### config.mk
export PLATFORM = sky130hd
export DESIGN_NAME = rst_sequencer
export DESIGN_NICKNAME = d
export VERILOG_FILES = /design/src/rtl/rst_sequencer.sv
export SDC_FILE = /design/constraint.sdc
export NUM_CORES = 1
export LEC_CHECK = 0
export ABC_AREA = 0
export CAP_MARGIN = 10
export CORE_MARGIN = 4
export CORE_UTILIZATION = 40
export CTS_CLUSTER_DIAMETER = 150
export DETAILED_ROUTE_END_ITERATION = 6
export GPL_ROUTABILITY_DRIVEN = 0
export PLACE_DENSITY = 0.64
export SLEW_MARGIN = 40
export SYNTH_ARGS = -nofsm -noshare
export SYNTH_HDL_FRONTEND = slang
export SYNTH_SLANG_ARGS = --single-unit
### constraint.sdc
create_clock -name clk -period 3.35 [get_ports clk]
set_input_delay 0.5025 -clock clk [delete_from_list [all_inputs] [get_ports clk]]
set_output_delay 0.5025 -clock clk [all_outputs]
set_load 0.01 [all_outputs]
### src/rtl/rst_sequencer.sv
// rst_sequencer: staged reset-release sequencer with a small register interface.
// All N_RST active-low resets are held asserted. They are then released one per
// stage, starting with bit 0, and HOLD extra cycles pass between stages.

`ifndef BUS_WIDTH
`define BUS_WIDTH 8
`endif
`ifndef BUS_ACC_WIDTH
`define BUS_ACC_WIDTH 2
`endif
`ifndef BUS_ACC_1B
`define BUS_ACC_1B 2'd0
`endif

module rst_sequencer #(
    parameter int N_RST     = 4,
    parameter int CNT_WIDTH = 8,
    parameter int HOLD_RST  = 8
) (
    input  logic                      clk,
    input  logic                      rst,
    output logic [N_RST-1:0]          rst_ob,
    input  logic [1:0]                addr,
    input  logic                      w_rb,
    input  logic [`BUS_ACC_WIDTH-1:0] acc,
    output logic [`BUS_WIDTH-1:0]     rdata,
    input  logic [`BUS_WIDTH-1:0]     wdata,
    input  logic                      req,
    output logic                      resp,
    output logic                      fault
);
    localparam int                   BW        = `BUS_WIDTH;
    localparam int                   SW        = 4;
    localparam logic [SW-1:0]        LAST      = SW'(N_RST - 1);
    localparam logic [SW-1:0]        NSTG      = SW'(N_RST);
    localparam logic [CNT_WIDTH-1:0] HOLD_INIT = CNT_WIDTH'(HOLD_RST);

    typedef enum logic {IDLE, RUN} state_t;

    state_t               state_q, state_d;
    logic [SW-1:0]        stage_q, stage_d;
    logic [CNT_WIDTH-1:0] cnt_q, cnt_d, hold_q;
    logic [N_RST-1:0]     ob_d;
    logic                 busy, invld, acc_ok, start, wr_hold;
    logic [4:0]           status;
    logic [BW-1:0]        rd_val;

    // Decode the bus access: find illegal requests and form the read mux.
    always_comb begin
        busy    = (state_q == RUN);
        invld   = (addr == 2'd3)
                | (acc != `BUS_ACC_WIDTH'(`BUS_ACC_1B))
                | ((addr == 2'd0) & ~w_rb)
                | ((addr == 2'd1) & w_rb)
                | ((addr == 2'd0) & w_rb & wdata[0] & busy)
                | ((addr == 2'd2) & w_rb & busy);
        acc_ok  = req & ~invld;
        start   = acc_ok & w_rb & (addr == 2'd0) & wdata[0];
        wr_hold = acc_ok & w_rb & (addr == 2'd2);
        // While idle, stage reads N_RST, which means every reset is released.
        status  = {busy, busy ? stage_q : NSTG};
        rd_val  = '0;
        if (addr == 2'd1)      rd_val = BW'(status);
        else if (addr == 2'd2) rd_val = BW'(hold_q);
    end

    assign fault = req & invld;

    // Sequencer next state: count the hold down, then release one reset bit.
    always_comb begin
        state_d = state_q;
        stage_d = stage_q;
        cnt_d   = cnt_q;
        ob_d    = rst_ob;
        case (state_q)
            IDLE: begin
                if (start) begin
                    state_d = RUN;
                    stage_d = '0;
                    cnt_d   = hold_q;
                    ob_d    = '0;
                end
            end
            RUN: begin
                if (cnt_q != '0) begin
                    cnt_d = cnt_q - 1'b1;
                end else begin
                    for (int k = 0; k < N_RST; k++)
                        if (stage_q == SW'(k)) ob_d[k] = 1'b1;
                    stage_d = stage_q + 1'b1;
                    // HOLD cannot change while busy, so hold_q is still the start value.
                    cnt_d   = hold_q;
                    if (stage_q == LAST) state_d = IDLE;
                end
            end
            default: state_d = IDLE;
        endcase
    end

    // Sequencer and HOLD register state. Reset re-arms a full run with HOLD_RST.
    always_ff @(posedge clk) begin
        if (rst) begin
            state_q <= RUN;
            stage_q <= '0;
            cnt_q   <= HOLD_INIT;
            hold_q  <= HOLD_INIT;
            rst_ob  <= '0;
        end else begin
            state_q <= state_d;
            stage_q <= stage_d;
            cnt_q   <= cnt_d;
            rst_ob  <= ob_d;
            if (wr_hold) hold_q <= wdata[CNT_WIDTH-1:0];
        end
    end

    // Registered bus response. Read data is only non-zero alongside a read resp.
    always_ff @(posedge clk) begin
        if (rst) begin
            resp  <= 1'b0;
            rdata <= '0;
        end else begin
            resp  <= acc_ok;
            rdata <= (acc_ok & ~w_rb) ? rd_val : '0;
        end
    end
endmodule

; ---- Yosys cells after proc, flatten, opt, wreduce, memory -nomap -nowiden
; Index checks and enable logic that the tools add are counted.
[op_classes]
reduce_logical = 11
n_eq_ne = 12
n_mux = 19
n_bitwise = 24
n_addsub = 2
[op_table]
columns = cell, n
row1 = 2-to-1 mux 4 bit, 4
row2 = 2-to-1 mux 8 bit, 2
row3 = case mux 4 bit (2 select lines), 2
row4 = case mux 8 bit (2 select lines), 1
row5 = bitwise AND 1 bit, 14
row6 = AND reduction 3 bit, 4
row7 = 2-to-1 mux 5 bit, 2
row8 = "equality test 4 x 2 -> 1 bit, second input constant", 2
row9 = "!= test 2 x 1 -> 1 bit, second input constant", 4
row10 = nonzero test 8 bit, 1
row11 = "subtractor 8 x 1 -> 8 bit, second input constant", 1
row12 = 2-to-1 mux 1 bit, 7
row13 = NOT 1 bit, 5
row14 = bitwise OR 1 bit, 5
row15 = "adder 4 x 1 -> 4 bit, second input constant", 1
row16 = "equality test 2 bit, second input constant", 2
row17 = "equality test 4 x 1 -> 1 bit, second input constant", 1
row18 = logical NOT 4 bit, 1
row19 = "!= test 2 bit, second input constant", 2
row20 = OR reduction 4 bit, 1
row21 = "equality test 2 x 1 -> 1 bit, second input constant", 1
row22 = logical NOT 2 bit, 1
row23 = case mux 1 bit (2 select lines), 1
row24 = AND reduction 2 bit, 1
row25 = other kinds (2), 2
[totals]
inputBits = 16
word_cells = 79
out_inout_bits = 14
reg_bits = 34

; ---- Longest topological paths before layout
[depth]
word_depth = 13
ltp_mapped = 7

; ---- Worst setup path after synthesis
; No wires, ideal clock.
[synth_timing]
path_kind = in2out
from = input port wdata[0]
to = output port fault
setup_slack_ns = 1.510
stages = 4
required_ns = 2.847
path_buffers = 0
arrival_time_ns = 1.337
cell_sequence = or3b_2 -> a21oi_1 -> o21ai_0 -> and2_1
[synth_between]
elab_chain_len = 5
[synth_lines]
columns = element, line_no
row1 = "start, declared", 27  ; input logic [`BUS_WIDTH-1:0] wdata,
row2 = bitwise AND 1 bit (2 in a row), 55  ; | ((addr == 2'd0) & w_rb & wdata[0] & busy)
row3 = bitwise OR 1 bit (2 in a row), 51  ; invld = (addr == 2'd3)
row4 = bitwise AND 1 bit, 67  ; assign fault = req & invld;
row5 = "end, declared", 30  ; output logic fault
; Every way passes these cells.

; ---- Worst setup path after layout
[layout_timing]
from = input port w_rb
to = output port fault
[layout_between]
elab_chain_len = 7
elab_cells_between_ends = 13
classes_between = bitwise: 13
[layout_lines]
columns = element, line_no
row1 = "start, declared", 24  ; input logic w_rb,
row2 = NOT 1 bit, 53  ; | ((addr == 2'd0) & ~w_rb)
row3 = bitwise AND 1 bit, 53
row4 = bitwise OR 1 bit (3 in a row), 51
row5 = bitwise OR 1 bit (*), 51
row6 = bitwise AND 1 bit (*), 67
; Every way passes the cells marked *; elsewhere a longest branch is shown, timed or not.

==> flow_summary.ini <==
[synthesis]
synth_edf_count = 0
netlist.top_cell.by_area = dfxtp_1
synth.net_count = 217
combined_area_of_all_synthesized_cells_sq_um = 1730
post_synth_num_cell_types = 50
synth_sequential_area_ratio_pct = 39.4
yosys_warnings = 0
netlist_instances = 195
ys_seq_elements = 34
synth_top_cell_area_share_pct = 39.4
synth.area.top_cells = dfxtp_1 (39%), nor2_1 (5.9%), mux2i_1 (5.2%)
synth.avg_cell_area_sq_um = 8.85
synthArstFlopShare_pct = 0
ys.flop_type = dfxtp_1

[critical_path]
critPathRequiredTime_ns = 2.85
setup.worst_path.class = primary input to output port
setup.worst_path.end_class = output port
startpoint_type = primary input
crit_path_top_delay_cell = clkdlybuf4s50_1
endpoint_of_the_worst_slack_reg_to_reg_timing_path = cnt_q[3]$_SDFFE_PP1P_
critical_path.max_stage_delay_ns = 0.58
crit_start = w_rb
critical_path_endpoint = fault
path_cells = clkdlybuf4s50_1, or3b_2, a21oi_1, o21ai_0, and2_1, clkdlybuf4s50_1
timing.critical_path.mode_cell = clkdlybuf4s50_1
r2r_cells = 6
regToRegStartpoint = cnt_q[0]$_SDFFE_PP0P_
critPathArrivalTime_ns = 2.40
crit_fanout = 8
reg2reg_setup_slack_ns = 1.31

[power]
cellLeakagePower_nw = 0.776
power.density_nw_per_um2 = 599
switching_share_pct = 34.5
intPower_uw = 851
clock_group_share_of_total_power_pct = 29.7
vdd_ir_drop_max_v = 0.000350
share_seq_of_total_power_pct = 38.2
netSwitchingPower_uw = 447
pwr-share-comb_pct = 32.0

[sta]
tightest_slew_ns = 0.633
finalWorstPathRequiredPeriod_ns = 2.90
slew_headroom_pct = 57.2
finalSetupViolations = 0
fin_worst_skew_ns = 0.00621
final.period_utilization_pct = 86.6
setup_tns_ns = 0
timing.final.max_slew_violations = 0
unrepaired_setup_endpoints_after_global_routing = false
final.hold.worst_slack_ns = 0.474
finalHoldViolCount = 0
fmaxAchievable_mhz = 345

[grt]
antenna_found_initial = 0
grt_pass1_vias = 1352
grt_use_total_pct = 16.2
gr-total-overflow = 0
grt_first_pass_wirelength_microns = 6690
maximum_number_of_pins_on_one_net_before_global_route_repair = 18

[floorplanning]
core_area_sq_um = 4090
fp.dieW_microns = 73.7
die_area_sq_um = 5430
fp-row-count = 23
initial_utilization_pct = 42.3
io-pin-count = 30
dieHeight_microns = 73.7

[cts]
cts.htree.levels = 2
clock_path_buffers = 2
clock_latency_of_the_later_clocked_register_in_the_worst_skew_pair_ns = 0.29
clock_sink_count = 34
number_of_buffers_added_by_the_clock_tree_synthesis_step = 5
total_of_hold_buffers_inserted_after_clock_tree_synthesis = 0
cts.clk_slew.worst_paths_ns = 0.07
cts_root_buffer = clkbuf_8
ctsResizeCount = 0
postCtsSetupRepairBufs = 0
cts_tree = done

[cells_and_area]
fill_cells = 404
antennaDiodeCount = 0
area.growth.synth_to_final_pct = 25.5
layout_cell_share_with_drive_strength_beyond_1_pct = 7.52
finish.utilization_pct = 53.0
final_nets = 247

[route]
antenna_left = 0
drtIter0Drc = 73
wl_microns = 4260
drtPass1Iterations = 4
route.detailed.wl_per_inst_microns = 15.4
vias_per_cell = 5.52
vias = 1524
drc = 0

[flow_run]
number_of_max_cap_violations = 0

[placed_design]
place.port_buffers = 29
place.detailed.hpwl_microns = 3130

[min_path]
min_path_type = flop to flop

[outcome]
run_status = finished, final reports clean
## kinds of logic (layout without fill, tap and decap cells)
| kind of cell | after synthesis | count (layout) | synth area share (%) |
|---|---|---|---|
| AO/OA/AOI/OAI | 44 | 44 | 18.2 |
| XOR/XNOR | 3 | 3 | 1.52 |
| adder cells (fa/ha/maj) | 6 | 6 | 4.35 |
| buffers and inverters | 18 | 49 | 4.56 |
| flip-flops | 34 | 34 | 39.4 |
| multiplexers | 9 | 9 | 5.22 |
| AND/OR/NAND/NOR | 81 | 81 | 26.7 |
## Yosys cell counts, types with 2 or more instances
cell type / number
a21oi_1: 13
inv_1: 10
a22oi_1: 4
xnor2_1: 3
nand3b_1: 3
o311ai_0: 2
nor3_1: 5
a221oi_1: 2
or3_1: 5
or4_1: 2
nor2_1: 27
o21ai_0: 5
nand3_1: 4
a211o_1: 2
clkbuf_1: 4
buf_2: 3
and3_1: 4
nand2_1: 10
mux2i_1: 9
a211oi_1: 4
dfxtp_1: 34
a31oi_1: 2
nor4_1: 2
o32ai_1: 2
ha_1: 6
nand2b_1: 4
## state kept, by name, indices dropped and copies added, names as in the netlist
signal / cells
cnt_q: 8
hold_q: 8
rdata: 8
rst_ob: 4
stage_q: 4
busy: 1
resp: 1
## routing by layer
metal  global-route usage [%]  vias up  routed length [microns]
met1                     21.6      706                     2020
li1                         -      770                        -
met5                        0        -                        0
met3                     5.06        4                      266
met4                     5.43        0                       28
met2                     24.7       44                     1940
## through the flow
step / power, mW / cell area, sq um / std cells / setup WS, ns
floorplan: 0.836 / 1730 / 195 / 1.51
global placement: 0.916 / 2050 / 268 / 0.466
detailed placement: 0.920 / 2050 / 268 / 0.448
CTS: 1.31 / 2170 / 276 / 0.441
global route: 1.38 / 2170 / 276 / 0.290
finish: 1.30 / 2170 / 276 / 0.449
## worst min-delay path by stage
stage / startpoint / end / slack [ns] / cells past startpoint
2_1_floorplan: hold_q[2]$_SDFFE_PP0P_ / rdata[2]$_SDFF_PP0_ / 0.47 / 2
4_1_cts: rst_ob[0]$_SDFFE_PP0P_ / rst_ob[0]$_SDFFE_PP0P_ / 0.48 / 2
5_1_grt: rst_ob[0]$_SDFFE_PP0P_ / rst_ob[0]$_SDFFE_PP0P_ / 0.50 / 2
3_5_place_dp: rst_ob[2]$_SDFFE_PP0P_ / rst_ob[2]$_SDFFE_PP0P_ / 0.46 / 2
6_report: rst_ob[3]$_SDFFE_PP0P_ / rst_ob[3]$_SDFFE_PP0P_ / 0.47 / 2
3_3_place_gp: rst_ob[0]$_SDFFE_PP0P_ / rst_ob[0]$_SDFFE_PP0P_ / 0.46 / 2
## power groups by stage
stage | Sequential, mW | Clock [mW] | Combinational (mW)
floorplan | 0.487 | 0 | 0.348
global placement | 0.506 | 0 | 0.411
detailed placement | 0.505 | 0 | 0.414
CTS | 0.496 | 0.395 | 0.416
global route | 0.505 | 0.411 | 0.461
finish | 0.496 | 0.386 | 0.416
## area by class of cell
type                    instances  area (sq um)  area share (%)
inverters                      10          37.5            1.73
well taps                      50          62.6            2.89
flip-flops and latches         34           681            31.4
repair buffers                 31           305            14.1
clock buffers                   5          68.8            3.18
clock inverters                 3          45.0            2.08
multi-input cells             143           967            44.6
## cells in the final DEF, fill, tap and decap left out, types with 2 or more instances in the layout
master,n
a211o_1,2
a211oi_1,4
a21oi_1,13
a221oi_1,2
a22oi_1,4
a31oi_1,2
and3_1,4
buf_4,2
clkbuf_8,5
clkdlybuf4s50_1,29
clkinvlp_4,2
dfxtp_1,34
ha_1,6
inv_1,10
mux2i_1,9
nand2_1,10
nand2b_1,4
nand3_1,4
nand3b_1,3
nor2_1,27
nor3_1,5
nor4_1,2
o21ai_0,5
o311ai_0,2
o32ai_1,2
or3_1,5
or4_1,2
xnor2_1,3
## critical path: cells and delay by family
kind                   cells  cell delay [ns]
buffers and inverters      2             1.05
and+or+nand+nor            2             0.63
AOI/OAI and AO/OA          2             0.22
Power figures use the tool's default switching activity.
